File: src/rtl/vector_pkg.sv
`default_nettype none
// ============================================================================
//  Module      : vector_pkg
//  Description : Shared types and constants for the enemy fleet logic:
//                lane state encoding, enemy range defaults, sprite addresses
//                and a small popcount helper.
//  Revision    : 1.0 - initial release
// ============================================================================
package vector_pkg;

    // Enemy x range of the playfield.
    localparam int ENEMY_X_MIN = 0;
    localparam int ENEMY_X_MAX = 255;

    // Defaults for the lane spawn point, nuke threshold and sprites.
    localparam int DEF_X_START   = 10;
    localparam int DEF_X_TARGET  = 200;
    localparam int DEF_X_STEP    = 1;
    localparam logic [15:0] DEF_ADR_ENEMY   = 16'h0000;
    localparam logic [15:0] DEF_ADR_EXPLODE = 16'h0400;

    // Per-lane state encoding.
    typedef enum logic [1:0] {
        LANE_IDLE = 2'd0,
        LANE_FLY  = 2'd1,
        LANE_BOOM = 2'd2
    } lane_state_t;

    // Number of set bits in a lane mask (up to 8 lanes).
    function automatic logic [3:0] popcount8(input logic [7:0] v);
        logic [3:0] n;
        n = 4'd0;
        for (int k = 0; k < 8; k++) begin
            n = n + {3'd0, v[k]};
        end
        return n;
    endfunction

endpackage
`default_nettype wire

File: src/rtl/enemy_lane.sv
`default_nettype none
// ============================================================================
//  Module      : enemy_lane
//  Description : One enemy/base lane: spawn, advance toward the base,
//                explosion animation timer and sticky base-nuked flag.
//  Revision    : 1.0 - initial release
// ============================================================================
module enemy_lane
    import vector_pkg::*;
#(
    parameter int OUT_WIDTH      = 8,
    parameter int ADDRESSWIDTH   = 16,
    parameter int X_START        = DEF_X_START,
    parameter int X_TARGET       = DEF_X_TARGET,
    parameter int X_STEP         = DEF_X_STEP,
    parameter int Y_POS          = 40,
    parameter int DESTROY_CYCLES = 5_000_000,
    parameter logic [ADDRESSWIDTH-1:0] ADR_ENEMY   = DEF_ADR_ENEMY,
    parameter logic [ADDRESSWIDTH-1:0] ADR_EXPLODE = DEF_ADR_EXPLODE
) (
    input  logic                    clk,
    input  logic                    rst,
    input  logic                    spawn_tick,
    input  logic                    move_tick,
    input  logic                    hit,
    input  logic                    freeze,
    output logic [OUT_WIDTH-1:0]    x,
    output logic [OUT_WIDTH-1:0]    y,
    output logic                    visible,
    output logic [ADDRESSWIDTH-1:0] adr,
    output logic                    nuked,
    output logic                    flying
);

    localparam int TW = (DESTROY_CYCLES > 1) ? $clog2(DESTROY_CYCLES) : 1;
    localparam logic [TW-1:0]        TIMER_LOAD = TW'(DESTROY_CYCLES - 1);
    localparam logic [OUT_WIDTH-1:0] X_RELOAD   = OUT_WIDTH'(X_START);
    localparam logic [OUT_WIDTH:0]   STEP_EXT   = (OUT_WIDTH+1)'(X_STEP);
    localparam logic [OUT_WIDTH:0]   TARGET_EXT = (OUT_WIDTH+1)'(X_TARGET);

    lane_state_t       state;
    logic [TW-1:0]     timer;
    logic [OUT_WIDTH:0] x_next;

    // One extra bit so a step past the top of the range still reads as >= target.
    assign x_next = {1'b0, x} + STEP_EXT;
    assign flying = (state == LANE_FLY);

    // Lane y is a fixed per-lane constant held in a register.
    always_ff @(posedge clk or posedge rst) begin
        if (rst) y <= OUT_WIDTH'(Y_POS);
        else     y <= y;
    end

    // Lane FSM with registered x, sprite address, visibility and nuke flag.
    always_ff @(posedge clk or posedge rst) begin
        if (rst) begin
            state   <= LANE_IDLE;
            timer   <= '0;
            x       <= X_RELOAD;
            visible <= 1'b0;
            adr     <= ADR_ENEMY;
            nuked   <= 1'b0;
        end else begin
            case (state)
                LANE_IDLE: begin
                    if (spawn_tick && !nuked && !freeze) begin
                        state   <= LANE_FLY;
                        x       <= X_RELOAD;
                        visible <= 1'b1;
                        adr     <= ADR_ENEMY;
                    end
                end
                LANE_FLY: begin
                    // A hit beats a simultaneous move, so a hit enemy never nukes.
                    if (hit) begin
                        state <= LANE_BOOM;
                        timer <= TIMER_LOAD;
                        adr   <= ADR_EXPLODE;
                    end else if (move_tick && !freeze) begin
                        if (x_next >= TARGET_EXT) begin
                            state   <= LANE_IDLE;
                            nuked   <= 1'b1;
                            visible <= 1'b0;
                            x       <= X_RELOAD;
                        end else begin
                            x <= x_next[OUT_WIDTH-1:0];
                        end
                    end
                end
                LANE_BOOM: begin
                    if (timer == '0) begin
                        state   <= LANE_IDLE;
                        visible <= 1'b0;
                        x       <= X_RELOAD;
                        adr     <= ADR_ENEMY;
                    end else begin
                        timer <= timer - 1'b1;
                    end
                end
                default: begin
                    state   <= LANE_IDLE;
                    visible <= 1'b0;
                    x       <= X_RELOAD;
                    adr     <= ADR_ENEMY;
                end
            endcase
        end
    end

endmodule
`default_nettype wire

File: src/rtl/enemy_fleet_ctrl.sv
`default_nettype none
// ============================================================================
//  Module      : enemy_fleet_ctrl
//  Description : NUM_LANES enemy lanes plus saturating kill counter,
//                difficulty level, lives budget and sticky game-over latch.
//  Revision    : 1.0 - initial release
// ============================================================================
module enemy_fleet_ctrl
    import vector_pkg::*;
#(
    parameter int NUM_LANES      = 3,
    parameter int OUT_WIDTH      = 8,
    parameter int ADDRESSWIDTH   = 16,
    parameter int X_START        = DEF_X_START,
    parameter int X_TARGET       = DEF_X_TARGET,
    parameter int X_STEP         = DEF_X_STEP,
    parameter int Y_LANE0        = 40,
    parameter int Y_LANE_STEP    = 50,
    parameter int DESTROY_CYCLES = 5_000_000,
    parameter int LIVES          = 2,
    parameter int LEVEL_SHIFT    = 3,
    parameter logic [ADDRESSWIDTH-1:0] ADR_ENEMY   = DEF_ADR_ENEMY,
    parameter logic [ADDRESSWIDTH-1:0] ADR_EXPLODE = DEF_ADR_EXPLODE
) (
    input  logic                              clk,
    input  logic                              rst,
    input  logic [NUM_LANES-1:0]              spawn_tick,
    input  logic [NUM_LANES-1:0]              move_tick,
    input  logic [NUM_LANES-1:0]              hit,
    output logic [NUM_LANES*OUT_WIDTH-1:0]    x_enemy,
    output logic [NUM_LANES*OUT_WIDTH-1:0]    y_enemy,
    output logic [NUM_LANES-1:0]              spawn_enemy,
    output logic [NUM_LANES*ADDRESSWIDTH-1:0] adr_enemy,
    output logic [NUM_LANES-1:0]              base_nuked,
    output logic [OUT_WIDTH-1:0]              killcount,
    output logic [OUT_WIDTH-1:0]              level,
    output logic                              game_over
);

    localparam logic [OUT_WIDTH+3:0] KILL_MAX = {4'd0, {OUT_WIDTH{1'b1}}};

    logic [NUM_LANES-1:0] fly_mask;
    logic [7:0]           hit_pad;
    logic [7:0]           nuked_pad;
    logic [3:0]           hit_count;
    logic [3:0]           nuked_count;
    logic [OUT_WIDTH+3:0] kill_sum;

    generate
        for (genvar i = 0; i < NUM_LANES; i++) begin : g_lane
            enemy_lane #(
                .OUT_WIDTH      (OUT_WIDTH),
                .ADDRESSWIDTH   (ADDRESSWIDTH),
                .X_START        (X_START),
                .X_TARGET       (X_TARGET),
                .X_STEP         (X_STEP),
                .Y_POS          (Y_LANE0 + i * Y_LANE_STEP),
                .DESTROY_CYCLES (DESTROY_CYCLES),
                .ADR_ENEMY      (ADR_ENEMY),
                .ADR_EXPLODE    (ADR_EXPLODE)
            ) u_lane (
                .clk        (clk),
                .rst        (rst),
                .spawn_tick (spawn_tick[i]),
                .move_tick  (move_tick[i]),
                .hit        (hit[i]),
                .freeze     (game_over),
                .x          (x_enemy[i*OUT_WIDTH +: OUT_WIDTH]),
                .y          (y_enemy[i*OUT_WIDTH +: OUT_WIDTH]),
                .visible    (spawn_enemy[i]),
                .adr        (adr_enemy[i*ADDRESSWIDTH +: ADDRESSWIDTH]),
                .nuked      (base_nuked[i]),
                .flying     (fly_mask[i])
            );
        end
    endgenerate

    // Only hits on flying enemies score; masks are widened for the popcount helper.
    always_comb begin
        hit_pad   = 8'd0;
        nuked_pad = 8'd0;
        hit_pad[NUM_LANES-1:0]   = hit & fly_mask;
        nuked_pad[NUM_LANES-1:0] = base_nuked;
        hit_count   = popcount8(hit_pad);
        nuked_count = popcount8(nuked_pad);
        kill_sum    = {4'd0, killcount} + {{OUT_WIDTH{1'b0}}, hit_count};
    end

    // Saturating kill counter, level derived from the previous count, sticky game over.
    always_ff @(posedge clk or posedge rst) begin
        if (rst) begin
            killcount <= '0;
            level     <= '0;
            game_over <= 1'b0;
        end else begin
            killcount <= (kill_sum > KILL_MAX) ? {OUT_WIDTH{1'b1}}
                                               : kill_sum[OUT_WIDTH-1:0];
            level     <= killcount >> LEVEL_SHIFT;
            if (int'(nuked_count) >= LIVES) begin
                game_over <= 1'b1;
            end
        end
    end

endmodule
`default_nettype wire

File: config.mk
export PLATFORM = sky130hd
export DESIGN_NAME = enemy_fleet_ctrl
export DESIGN_NICKNAME = d
export VERILOG_FILES = /design/src/rtl/vector_pkg.sv /design/src/rtl/enemy_lane.sv /design/src/rtl/enemy_fleet_ctrl.sv
export SDC_FILE = /design/constraint.sdc
export NUM_CORES = 1
export LEC_CHECK = 0
export BUFFER_PORTS_ARGS = -buffer_cell sky130_fd_sc_hd__buf_2
export CORE_UTILIZATION = 45
export CTS_CLUSTER_SIZE = 8
export DETAILED_ROUTE_END_ITERATION = 7
export GPL_TIMING_DRIVEN = 0
export PLACE_DENSITY = 0.67
export SYNTH_ARGS = -nofsm -noshare
export SYNTH_HDL_FRONTEND = slang
export SYNTH_SLANG_ARGS = --single-unit
File: constraint.sdc
create_clock -name clk -period 4 [get_ports clk]
set_input_delay 0.4 -clock clk [delete_from_list [all_inputs] [get_ports clk]]
set_output_delay 0.4 -clock clk [all_outputs]
set_load 0.02 [all_outputs]
* After elaboration in Yosys (flattened, before gate mapping)
Index checks and enable logic that the tools add are counted.
** Operators by class
- Add/subtract/negate cells :: 11
- Magnitude comparators :: 5
- Equal/unequal tests :: 33
- Muxes and demuxes :: 76
- Bitwise logic cells :: 4
- Reduce and logical (&&, ||, !) cells :: 40
** Operator list (count)
- 16-bit two-way mux :: 9
- 16-bit case mux with 3 select lines :: 3
- 23-bit two-way mux :: 6
- 23-bit case mux with 2 select lines :: 3
- 8-bit two-way mux :: 16
- 8-bit case mux with 3 select lines :: 3
- 23-bit logical NOT :: 3
- 23-bit by 1-bit subtractor with 23-bit output, second input constant :: 3
- 4-bit AND reduction :: 9
- 2-bit two-way mux :: 15
- 2-bit != test, second input constant :: 15
- 8-bit by 1-bit adder with 9-bit output, second input constant :: 3
- 9-bit by 8-bit >= comparator with 1-bit output, second input constant :: 3
- 3-bit != test, second input constant :: 6
- 2-bit case mux with 3 select lines :: 3
- 3-bit AND reduction :: 6
- 1-bit two-way mux :: 15
- 5-bit AND reduction :: 3
- 2-bit by 1-bit != test with 1-bit output, second input constant :: 6
- 8-bit by 3-bit adder with 9-bit output :: 1
- 9-bit by 8-bit greater-than comparator with 1-bit output, second input constant :: 1
- 1-bit logical AND :: 9
- 1-bit case mux with 3 select lines :: 3
- 2-bit by 1-bit adder with 3-bit output :: 2
- 9 further kinds :: 23
** Storage, ports and cells
- Register bits :: 167
- Input bits :: 11
- Output and inout bits :: 119
- Word-level logic and storage cells :: 190

* Logic depth before layout (Yosys ltp)
Gate-level depths: netlist of run 1.
- Word-level depth :: 7
- Gate-level depth with buffers :: 12
- Gate-level depth less buffers :: 10

* Modules after synthesis
From an unflattened synthesis of run 1, not the netlist that was laid out.
** Unflattened totals
- Cell total of the unflattened synthesis :: 757
- Area, all modules :: 7179.4 µm²
** Modules (own cells, without submodules)
- enemy_lane at g_lane[0].u_lane ... :: times used 2, cells each 233, area each 2150.8 µm², sequential area each 903.4 µm²
- enemy_lane at g_lane[2].u_lane :: times used 1, cells each 230, area each 2222.1 µm², sequential area each 903.4 µm²
- enemy_fleet_ctrl :: times used 1, cells each 61, area each 655.6 µm², sequential area each 350.3 µm²

* Worst setup path after synthesis of run 1
OpenSTA, ideal clock, no wires.
- Path kind :: register -> register
- From :: reg g_lane[1].u_lane.state[0]
- To :: reg killcount[6]
- Library setup time :: 0.088 ns
- Arrival time :: 2.458 ns
- Required time :: 3.912 ns
- Slack :: 1.454 ns
- Stages on the path, launching flop included :: 13
- Buffers on the path :: 3
- Period minus slack after synthesis :: 2.546 ns
- Path through :: dfrtp_1 > clkbuf_1 > nor2b_1 > clkbuf_1 > nand2_1 > inv_1 > clkbuf_1 > ha_1 > inv_1 > fa_1 > inv_1 > a31oi_1 > a41oi_1
** On the way
- Word-level cells in the longest chain between the ends :: 7
** Ends and longest elaborated chain
- start: declaration :: line enemy_lane.sv:41 : lane_state_t state;
- start signal: assignment :: line enemy_lane.sv:58 : state <= LANE_IDLE;
- start signal: assignment :: line enemy_lane.sv:68 : state <= LANE_FLY;
- start signal: assignment :: line enemy_lane.sv:77 : state <= LANE_BOOM;
- 2-bit by 1-bit equality test with 1-bit output (*) :: line enemy_lane.sv:47 : assign flying = (state == LANE_FLY);
- 3-bit AND (*) :: line enemy_fleet_ctrl.sv:82 : hit_pad[NUM_LANES-1:0] = hit & fly_mask;
- 1-bit by 1-bit adder with 2-bit output (*) :: line vector_pkg.sv:34 : n = n + {3'd0, v[k]};
- 2-bit by 1-bit adder with 3-bit output (*) :: line vector_pkg.sv:34
- 8-bit by 3-bit adder with 9-bit output (*) :: line enemy_fleet_ctrl.sv:86 : kill_sum = {4'd0, killcount} + {{OUT_WIDTH{1'b0}}, hit_count};
- 9-bit by 8-bit greater-than comparator with 1-bit output :: line enemy_fleet_ctrl.sv:96 : killcount <= (kill_sum > KILL_MAX) ? {OUT_WIDTH{1'b1}}
- 8-bit two-way mux (*) :: line enemy_fleet_ctrl.sv:96
- end signal: assignment :: line enemy_fleet_ctrl.sv:96
- end: declaration :: line enemy_fleet_ctrl.sv:35 : output logic [OUT_WIDTH-1:0] killcount,
Every way passes the cells marked *; elsewhere a longest branch is shown, timed or not.
A chain may end at the register's enable or synchronous reset.

* Worst setup path in the final report of run 1
Same ends and word-level chain as after synthesis.

==> impl_metrics.ini, run 1 <==
[status]
status = completed

[power_and_ir_drop]
intPower_uw = 2813
p_seq_frac = 0.373
netSwitchingFraction = 0.3695
p_leak_uw = 0.003793
powerDensity_nw_per_um2 = 524.7
clkPwrFrac = 0.324
vdd_drop_max_v = 0.0003645
combPwrFrac = 0.302
p_sw_uw = 1649

[min_path]
holdCritPathClass = in -> reg
min_to = g_lane[2].u_lane.state[0]$_DFFE_PP0P_
holdPathStages = 2
worstHoldStart = hit[2]

[synthesis]
synthSimpleGateAreaFrac = 0.2208
avgSynthCellArea_sq_um = 9.261
ys_seq_elements = 122
synth_top_family_by_area = simple AND/OR/NAND/NOR gates
ys_async_sr_fraction = 1.000
synth_edf_count = 0
synth_compound_area_frac = 0.1448
synth_adder_area_share = 0.02579
synth-main-ff-cell = dfrtp_1
syn_inst = 765
synth_area_leader_cell = dfrtp_1
netlist_top_cells_area = dfrtp_1, buf_4, nand2_1
yosysSeqAreaShare = 0.4320
synth-xor-area-share = 0.06058
syn-cell-area_sq_um = 7084
synth_mux_area_frac = 0.008478
ys_warn_count = 0
synthDistinctLibCells = 70
synth_top_area_frac = 0.4097

[detailed_routing]
post_drt_wl_per_cell_um = 12.58
first_pass_iters = 5
vias_per_cell = 5.025
initialDrtViolationCount = 354
route.vias.total = 5713
ant_nets = 0
drcViolationCount = 0
drt-total-wl_um = 14300

[setup_path]
reg2regPathDepth = 12
path_class = reg -> reg
r2r-start = g_lane[1].u_lane.state[0]$_DFFE_PP0P_
cp.required_ps = 4330
critPathLaunchType = register
critPathMaxFanout = 10
cp-end-kind = register
ff2ff_setup_slack_ps = 810
r2r_end = killcount[6]$_DFF_PP0_
critPathArrivalTime_ps = 3530

[clock_tree]
clk_pin_slew_ps = 60
cts_buffers = 17
cts_setup_buffers = 0
insertion_delay_ps = 430
cts-root-buf = clkbuf_16
cts_sinks = 122
ctsResizeCount = 0
htreeDepth = 4
cts_buffer_depth = 2
cts_tree = done

[sta]
drv_slew = 0
finalSetupTns_ps = 0
skew_ps = 7.194
max_freq_mhz = 313.1
hold_viol = 0
worst_slew_pin_slew_ps = 1169
layout_worst_path_cycle_share = 0.7985
grt_setup_unrepaired = false
max_slew_margin = 0.2184
setup_violations = 0
whs_ps = 218.0
min_period_ps = 3194

[floorplan]
start_util = 0.4643
die_w_um = 127.5
die_y_um = 127.5
core_region_area_sq_um = 15260
io_pins = 130
rows = 45
dieArea_sq_um = 16250

[placed_design]
io_buffers = 57
dp_cells = 1104
dpl.hpwl_um = 10180
place.gp.congestion = 0.8486

[final_layout]
final_common_cell = dfrtp_1
diodes = 0
area_delta_synth_final_pct = 20.03
fin_cells = 1137
fin_nets = 938
drive_gt1_frac = 0.2138
final_cell_mix = dfrtp_1, buf_4, nand2_1

[global_routing]
grt_pass1_vias = 5162
grt_pass1_wl_um = 24340
grt_max_degree = 85
grt.overflow.total = 0
grt_antenna_before_repair = 0
track_usage = 0.1871

[flow_run]
cap_violations = 0
## final cells by class
| type | instances | area (sq um) |
|---|---|---|
| fillers | 1438 | 6755 |
| multi-input cells | 592 | 3532 |
| flip-flops and latches | 122 | 3060 |
| plain buffers | 98 | 668.1 |
| clock buffers | 18 | 439.2 |
| repair buffers | 59 | 322.8 |
| well taps | 211 | 264.0 |
| clock inverters | 14 | 125.1 |
| inverters | 23 | 91.34 |
## kinds of logic after synthesis
kind of cell             Yosys count
adder cells (fa/ha/maj)           14
multiplexers                       6
buffers and inverters            121
flip-flops                       122
XOR/XNOR                          49
AO/OA/AOI/OAI                    146
other                              2
AND/OR/NAND/NOR                  305
## power groups by stage
stage	registers, uW	clock network (uW)	logic (uW)
2_1_floorplan	1740	0	925
3_3_place_gp	1680	0	1330
3_5_place_dp	1680	0	1360
4_1_cts	1670	1480	1360
5_1_grt	1710	1550	1510
6_report	1670	1450	1350
## metrics by stage
stage	util	worst slack (ps)	instance area (sq um)	total power (uW)
4_1_cts	0.5573	756.0	8503	4505
2_1_floorplan	-	367.4	7347	2668
3_3_place_gp	0.5175	-1184	7896	3015
5_1_grt	0.5573	358.3	8503	4760
6_report	0.5573	805.8	8503	4462
3_5_place_dp	0.5196	776.4	7929	3041
## worst max-delay path by stage
stage	end	slack, ps	cells past startpoint	from
2_1_floorplan	g_lane[0].u_lane.adr[10]$_DFFE_PP0P_	370	1	rst
3_3_place_gp	g_lane[2].u_lane.timer[14]$_DFFE_PP0P_	-1180	2	rst
3_5_place_dp	killcount[6]$_DFF_PP0_	780	12	g_lane[1].u_lane.state[0]$_DFFE_PP0P_
4_1_cts	killcount[6]$_DFF_PP0_	760	12	g_lane[1].u_lane.state[0]$_DFFE_PP0P_
5_1_grt	killcount[6]$_DFF_PP0_	360	12	g_lane[1].u_lane.state[0]$_DFFE_PP0P_
6_report	killcount[6]$_DFF_PP0_	810	12	g_lane[1].u_lane.state[0]$_DFFE_PP0P_
## synth_stat cells, types with 14 or more instances
master,count
nor3_1,20
nor2_1,62
nand3_1,30
clkbuf_1,14
buf_4,78
nand2_1,76
a21oi_1,22
xnor2_1,28
xor2_1,21
o21ai_0,35
dfrtp_1,116
inv_1,23
nor4_1,16
## repair_timing
item,CTS,global route
hold buffers,1,0
endpoints found under the hold margin,35,0
endpoints found under the setup margin,0,0
## worst max-delay path: stages, from the launching register on
cell and delay [ps]:
dfrtp_1 310, clkbuf_1 270, nor2b_1 180, clkbuf_1 340
nand2_1 270, inv_1 140, clkbuf_1 410, ha_1 250
inv_1 60, fa_1 440, inv_1 150, a31oi_1 100
a41oi_1 170
## per-layer routing
metal  vias up  part of all wire  global-route usage
met5         -                 0                   0
met4         0             0.013             0.06793
met3        17             0.040             0.04020
met2       117              0.46              0.2948
met1      2688              0.49              0.2539
li1       2891                 -                   -
## sequential cells by signal, indices dropped and copies added (netlist names)
| register | flops |
|---|---|
| g_lane.u_lane.adr | 3 |
| g_lane.u_lane.nuked | 3 |
| g_lane.u_lane.state | 6 |
| killcount | 8 |
| level | 5 |
| g_lane.u_lane.timer | 69 |
| g_lane.u_lane.x | 24 |
| game_over | 1 |
| g_lane.u_lane.visible | 3 |
Note: power is estimated with default switching activity, not from simulation.
==> run 2: changes to the inputs <==
PLACE_DENSITY = 0.69   (was 0.67)
clock period = 2.9 ns   (was 4 ns; I/O delays follow)
==> impl_metrics.ini, run 2 (same netlist as run 1, synthesis figures left out) <==
[floorplan]
start_util = 0.4643
io_pins = 130
die_w_um = 127.5
core_region_area_sq_um = 15260
die_y_um = 127.5
rows = 45
dieArea_sq_um = 16250

[setup_path]
crit_family = simple AND/OR/NAND/NOR gates
max_stage_delay_ps = 600
cp.required_ps = 3200
cp_slowest_cell = or4_4
path_class = reg -> reg
critPathLaunchType = register
crit_chain = or4_1 > or4_4 > o21ai_2 > nand3_1 > buf_2 > a22oi_1 > o41ai_1
cp-end-kind = register
critPathArrivalTime_ps = 3030
critPathLaunch = g_lane[1].u_lane.timer[13]$_DFFE_PP0P_
r2r-start = g_lane[1].u_lane.timer[13]$_DFFE_PP0P_
critPathBufInv = 1
critPathMaxFanout = 10

[sta]
hold_viol = 0
drv_slew = 0
min_period_ps = 2734
worst_slew_pin_slew_ps = 739.8
whs_ps = 136.8
max_freq_mhz = 365.8
skew_ps = 9.183
grt_setup_unrepaired = false
worst_slack_ps = 166.4
layout_worst_path_cycle_share = 0.9426
setup_violations = 0
max_slew_margin = 0.5026

[final_layout]
drive_gt1_frac = 0.2231
area_delta_synth_final_pct = 21.49
postLayoutCoreUtil = 0.5641
largest_reg_flops = 69
fin_nets = 940
top_register = g_lane.u_lane.timer
final_cell_mix = dfrtp_1, buf_4, nand2_1
diodes = 0
final_common_cell = dfrtp_1
largestRegisters = g_lane.u_lane.timer x69, g_lane.u_lane.x x24, killcount x8

[power_and_ir_drop]
p_leak_uw = 0.003837
vdd_drop_max_v = 0.0004863
powerDensity_nw_per_um2 = 728.6
fin_total_pwr_uw = 6271

[detailed_routing]
ant_nets = 0
route.vias.total = 5671
drt-total-wl_um = 14600
initialDrtViolationCount = 356
vias_per_cell = 4.979
post_drt_wl_per_cell_um = 12.81
drcViolationCount = 0
first_pass_iters = 5

[global_routing]
grt_pass1_wl_um = 23860
track_usage = 0.1877
grt_pass1_vias = 5001
grt_max_degree = 41
grt_antenna_before_repair = 0
grt.overflow.total = 0

[placed_design]
io_buffers = 57
dpl.hpwl_um = 10290
place.gp.congestion = 0.7998
place_ws_ps = -237.3

[clock_tree]
cts-root-buf = clkbuf_16
insertion_delay_ps = 420
clk_pin_slew_ps = 60
cts_sinks = 122
cts_buffers = 17
cts_tree = done
cts_buffer_depth = 2
htreeDepth = 4

[min_path]
holdCritPathClass = in -> reg
worstHoldStart = hit[2]

[status]
status = completed

[flow_run]
cap_violations = 0
run 2: per-stage QoR:
stage	setup TNS, ps	area (sq um)	cells
after global placement	-1182	7900	1103
after CTS	0	8556	1139
final	0	8607	1139
after detailed placement	-1388	7960	1106
after floorplan	0	7351	835
after global routing	0	8607	1139
run 2: what timing repair did:
item	CTS	global route
setup endpoints to repair	12	20
pin swaps	0	1
endpoints found under the hold margin	22	0
hold buffers	1	0
gates resized for setup	3	12
buffers inserted	0	1
run 2: path summary, 6_finish.rpt:
path	slack, ps	cells after the start	to
worst min register to register	450	0	level[1]$_DFF_PP0_
min in group asynchronous	500	3	g_lane[2].u_lane.x[5]$_DFFE_PP0P_
worst max-delay path	170	7	g_lane[1].u_lane.x[7]$_DFFE_PP0P_
worst max register to register	170	7	g_lane[1].u_lane.x[7]$_DFFE_PP0P_
worst min-delay path	140	2	g_lane[2].u_lane.state[0]$_DFFE_PP0P_
max in group asynchronous	1290	6	g_lane[1].u_lane.x[1]$_DFFE_PP1P_
run 2: layout make-up:
type	instances	area, sq um
fill	1374	6651
multi-input combinational	592	3570
clock buffer	24	481.7
sequential	122	3062
clock inverter	8	95.09
inverter	23	90.09
buffer	97	669.4
timing repair buffer	62	375.4
tap	211	264.0
run 2: power by group:
| part | internal, uW | switching, uW | leakage [uW] |
|---|---|---|---|
| Clock | 1320 | 741 | 0.000280 |
| Combinational | 705 | 1180 | 0.00210 |
| Sequential | 2000 | 328 | 0.00145 |
run 2: per-layer routing:
layer  GRT usage  vias to the layer above  wire (um)
li1            -                     2892          -
met1      0.2572                     2620       7220
met2      0.2829                      141       6429
met3     0.04564                       18        709
met4     0.08053                        0        236
met5           0                        -          0
